<file path="src/rtl/serial_bus_arbiter.sv">
// Two-endpoint serial bus arbiter: grants one frame of FRAME_BITS bits at a time,
// counts good frames up to NFRAMES. Define ROUND_ROBIN_EN for alternating arbitration.
module serial_bus_arbiter #(
    parameter int FRAME_BITS = 13,
    parameter int NFRAMES    = 18
) (
    input  logic       clk,
    input  logic       rst,
    input  logic       updown,
    input  logic       req_a,
    input  logic       req_b,
    input  logic       sen_obs,
    output logic       gnt_a,
    output logic       gnt_b,
    output logic       rx_strobe,
    output logic [3:0] bit_cnt,
    output logic [4:0] frame_cnt,
    output logic       xfer_done,
    output logic       all_done,
    output logic       bus_err
);

    // state | meaning
    // IDLE  | waiting for a request, arbitration decision
    // GRANT | grant asserted, bus setup cycle, bit_cnt=0
    // SHIFT | one data bit per cycle, rx_strobe high
    // GAP   | one bus-idle turnaround cycle
    // DONE  | session complete, requests ignored until reset
    typedef enum logic [2:0] {IDLE, GRANT, SHIFT, GAP, DONE} state_t;

    localparam logic [3:0] LAST_BIT  = 4'(FRAME_BITS - 1);
    localparam logic [4:0] FRAME_MAX = 5'(NFRAMES);

    state_t state;
    logic   pick_b;

`ifdef ROUND_ROBIN_EN
    logic rr_ptr;  // 1: B is preferred at the next contested decision

    always_comb begin
        pick_b = req_b && (!req_a || rr_ptr);
    end
`else
    always_comb begin
        pick_b = req_b && (!req_a || updown);
    end
`endif

    always_ff @(posedge clk or negedge rst) begin
        if (!rst) begin
            state     <= IDLE;
            gnt_a     <= 1'b0;
            gnt_b     <= 1'b0;
            rx_strobe <= 1'b0;
            bit_cnt   <= '0;
            frame_cnt <= '0;
            xfer_done <= 1'b0;
            all_done  <= 1'b0;
            bus_err   <= 1'b0;
`ifdef ROUND_ROBIN_EN
            rr_ptr    <= 1'b0;
`endif
        end else begin
            xfer_done <= 1'b0;
            unique case (state)
                IDLE: begin
                    if (req_a || req_b) begin
                        state   <= GRANT;
                        gnt_a   <= !pick_b;
                        gnt_b   <= pick_b;
                        bit_cnt <= '0;
`ifdef ROUND_ROBIN_EN
                        rr_ptr  <= !pick_b;
`endif
                    end
                end
                GRANT: begin
                    state     <= SHIFT;
                    rx_strobe <= 1'b1;
                    bit_cnt   <= '0;
                end
                SHIFT: begin
                    // An undriven bus aborts the frame even on its last bit
                    if (sen_obs) begin
                        state     <= GAP;
                        bus_err   <= 1'b1;
                        gnt_a     <= 1'b0;
                        gnt_b     <= 1'b0;
                        rx_strobe <= 1'b0;
                        bit_cnt   <= '0;
                    end else if (bit_cnt == LAST_BIT) begin
                        state     <= GAP;
                        gnt_a     <= 1'b0;
                        gnt_b     <= 1'b0;
                        rx_strobe <= 1'b0;
                        bit_cnt   <= '0;
                        xfer_done <= 1'b1;
                        if (frame_cnt != FRAME_MAX)
                            frame_cnt <= frame_cnt + 5'd1;
                    end else begin
                        bit_cnt <= bit_cnt + 4'd1;
                    end
                end
                GAP: begin
                    if (frame_cnt == FRAME_MAX) begin
                        state    <= DONE;
                        all_done <= 1'b1;
                    end else begin
                        state <= IDLE;
                    end
                end
                DONE: begin
                    state <= DONE;
                end
                default: begin
                    state <= IDLE;
                end
            endcase
        end
    end

endmodule

</file>
<file path="config.mk">
export PLATFORM = sky130hd
export DESIGN_NAME = serial_bus_arbiter
export DESIGN_NICKNAME = d
export VERILOG_FILES = /design/src/rtl/serial_bus_arbiter.sv
export SDC_FILE = /design/constraint.sdc
export NUM_CORES = 1
export LEC_CHECK = 0
export ABC_CLOCK_PERIOD_IN_PS = 2200
export CORE_MARGIN = 1
export CORE_UTILIZATION = 25
export CTS_BUF_LIST = sky130_fd_sc_hd__clkbuf_8
export DETAILED_ROUTE_END_ITERATION = 12
export PLACE_DENSITY_LB_ADDON = 0.05
export SYNTH_ARGS = -nofsm -noshare
export SYNTH_HDL_FRONTEND = slang
export SYNTH_SLANG_ARGS = --single-unit
export TNS_END_PERCENT = 20
</file>
<file path="constraint.sdc">
create_clock -name clk -period 2.2 [get_ports clk]
set_clock_uncertainty 0.15 [all_clocks]
set_input_delay 0.44 -clock clk [delete_from_list [all_inputs] [get_ports clk]]
set_output_delay 0.44 -clock clk [all_outputs]
set_load 0.02 [all_outputs]
</file>
==> key figures <==
Status
  • Status: finished, final reports clean

Critical path
  • Reg-to-reg startpoint: bit_cnt[0]$_DFFE_PN0P_
  • CP endpoint kind: register
  • Worst Path Required: 2.22 ns
  • CP max-delay cell: or4b_1
  • R2r setup slk: 0.37 ns
  • Worst R2R Path Depth: 5
  • Setup crit end: frame_cnt[3]$_DFFE_PN0P_
  • Crit path max fanout: 4
  • Setup CP Type: input port to register
  • Startpoint types: input port
  • CP Cell Sequence: clkdlybuf4s50_1 -> or4b_1 -> buf_4 -> nor3_1 -> xor2_1
  • Critical path depth in cells: 5
  • CP Launch Point: sen_obs
  • WP buf/inv: 2
  • Crit-path leading delay family: simple AND/OR/NAND/NOR gates
  • CP arrival: 1.99 ns
  • Crit-path max cell delay: 0.57 ns
  • Reg-to-Reg End: frame_cnt[2]$_DFFE_PN0P_

Power and ir drop
  • Gate power share: 0.389
  • Sequential share of power: 0.376
  • Worst vdd ir: 0.336 mV
  • Cell-internal power: 0.000769 W
  • Switching power: 0.000390 W
  • Lkg Pwr: 0.562 nW
  • P per Cell Area: 927 nW/um^2
  • Clk pwr share: 0.236
  • Sw Ratio: 0.336

Clocking
  • CTS tree: yes
  • Hold buffers post-CTS: 0
  • CTS buffer count: 3
  • Clk sinks: 18
  • CTS Buffer Depth: 2
  • CTS resizes: 0
  • Clock root buffer: clkbuf_8
  • Postcts setup bufs: 0
  • Clock latency on the worst-skew pair: 0.25 ns
  • H-tree depth: 1
  • Clock slew at reported path FFs: 0.07 ns

Synthesis
  • Post-synthesis sequential area ratio: 0.503
  • Cells after Synth: 86
  • Ys flop type: dfrtp_1
  • Netlist Area Pre-Place: 895 sq um
  • Synth cell types: 33
  • Ys Warns: 0
  • Syn nets: 96
  • #FFs+latches synth: 18
  • Post-synthesis async set-or-reset flop share: 1.00
  • Syn_area_per_cell: 10.4 sq um
  • Post-synth EDFFs: 0

Layout
  • Nets@finish: 126
  • Share of cells above drive strength 1: 0.148
  • Commonest non-fill, non-tap cell in the layout: clkdlybuf4s50_1
  • Non-Filler Instances: 161
  • # diodes: 0
  • # fillers: 341
  • Most frequent cells in the layout: clkdlybuf4s50_1 (20), dfrtp_1 (18), inv_1 (9), buf_4 (9), nor2_1 (6)
  • Synthesis-to-finish area growth: 39.7%

Global route
  • First-pass GRT wire length: 3130 um
  • Number of global-route vias before repair: 677
  • Largest net degree at the start of global routing: 19
  • Initial antenna violation count: 0
  • Total track usage: 0.117
  • GRT Residual Overflow: 0

Routing
  • DRT Pass-1 Iters: 4
  • # DRC: 0
  • DRT Wirelength: 1860 um
  • Via density: 4.39
  • Detail Route Antenna Nets: 0
  • Iter 0 DRT Violations: 23
  • Avg WL per Cell: 11.6 um
  • Via count: 706

Timing
  • Worst Tran Pin Value: 0.360 ns
  • Finish-stage setup viols: 0
  • Max-slew violation count: 0
  • Final Hold Vio Count: 0
  • Tmin final: 1.97 ns
  • Unrepaired setup endpoints after global routing: no
  • PnR worst setup slack: 0.227 ns
  • Worst slew margin: 0.760
  • Final period util: 0.897
  • Fmax: 507 MHz

Floorplanning
  • Die area: 3820 sq um
  • Ports: 21
  • Core footprint: 3390 sq um
  • Die width: 61.8 um
  • Starting Density: 0.264
  • Row count: 21
  • Chip height: 61.8 um

Place
  • GPL Wtd Cong: 0.745
  • DP Cell Count: 157
  • Port-buffer cells: 20
  • Post-DP HPWL: 1380 um
  • Worst slack at placement: -0.0537 ns

Worst hold path
  • Hold/Removal Path Class: register to register

Run
  • Max cap viols: 0
cells by family (layout without fill, tap and decap cells):
| logic type | Yosys count | in the layout | synth area share |
|---|---|---|---|
| simple gates | 27 | 27 | 0.180 |
| compound gates | 18 | 18 | 0.131 |
| flops | 18 | 18 | 0.503 |
| buf+inv | 13 | 42 | 0.0657 |
| fa+ha+maj | 4 | 4 | 0.0559 |
| xor+xnor | 4 | 4 | 0.0392 |
| mux | 2 | 2 | 0.0238 |
synthesized netlist by cell type, types with 3 or more instances:
cell type / instances / area, sq um
a21oi_1: 4 / 20.0
dfrtp_1: 18 / 450
ha_1: 4 / 50.1
inv_1: 9 / 33.8
nand3_1: 5 / 25.0
nor2_1: 6 / 22.5
nor3_1: 3 / 15.0
o21ai_0: 4 / 20.0
routing by layer:
metal  track usage  share of wire
met1         0.160           0.50
met2         0.172           0.46
met3        0.0248          0.032
met4        0.0667          0.010
met5             0              0
stage by stage:
step | area [sq um] | setup TNS (ns) | util | total power (W) | hold WS, ns
finish | 1250 | 0 | 0.369 | 0.00116 | 0.326
floorplan | 895 | 0 | - | 0.000706 | -0.00559
CTS | 1250 | 0 | 0.369 | 0.00118 | 0.327
global placement | 1190 | -0.0460 | 0.353 | 0.000897 | 0.304
detailed placement | 1190 | -0.124 | 0.353 | 0.000897 | 0.310
global route | 1250 | 0 | 0.369 | 0.00126 | 0.353
flip-flops by register name, indices dropped and copies added (netlist names):
name       count
xfer_done      1
all_done       1
rx_strobe      1
gnt_b          1
state          3
bus_err        1
bit_cnt        4
frame_cnt      5
gnt_a          1
area by class of cell:
| cell class | instances | area, sq um | share of cell area |
|---|---|---|---|
| flip-flops and latches | 18 | 450 | 0.360 |
| multi-input cells | 55 | 385 | 0.308 |
| repair buffers | 29 | 268 | 0.214 |
| well taps | 46 | 57.6 | 0.0460 |
| clock buffers | 4 | 55.1 | 0.0440 |
| inverters | 9 | 33.8 | 0.0270 |
worst register-to-register path: stages, from the launching register on:
cell and delay [ns]:
dfrtp_1 0.41, inv_1 0.10, ha_1 0.18, nand3_1 0.26, nor3_1 0.27, mux2_2 0.35
how the worst min path moves through the flow:
stage                              start                   end  slack, ns  cells past startpoint
global placement    all_done$_DFFE_PN0P_  all_done$_DFFE_PN0P_       0.30                      1
detailed placement  all_done$_DFFE_PN0P_  all_done$_DFFE_PN0P_       0.31                      1
finish              all_done$_DFFE_PN0P_  all_done$_DFFE_PN0P_       0.33                      1
global route        all_done$_DFFE_PN0P_  all_done$_DFFE_PN0P_       0.35                      1
CTS                 all_done$_DFFE_PN0P_  all_done$_DFFE_PN0P_       0.33                      1
floorplan                            rst  all_done$_DFFE_PN0P_     -0.006                      0
power by group through the flow:
stage	Clock (W)	Combinational [W]	Sequential, W
2_1_floorplan	0	0.000223	0.000483
3_3_place_gp	0	0.000455	0.000442
3_5_place_dp	0	0.000455	0.000442
4_1_cts	0.000285	0.000458	0.000436
5_1_grt	0.000300	0.000508	0.000447
6_report	0.000273	0.000451	0.000435
Power figures use the tool's default switching activity.
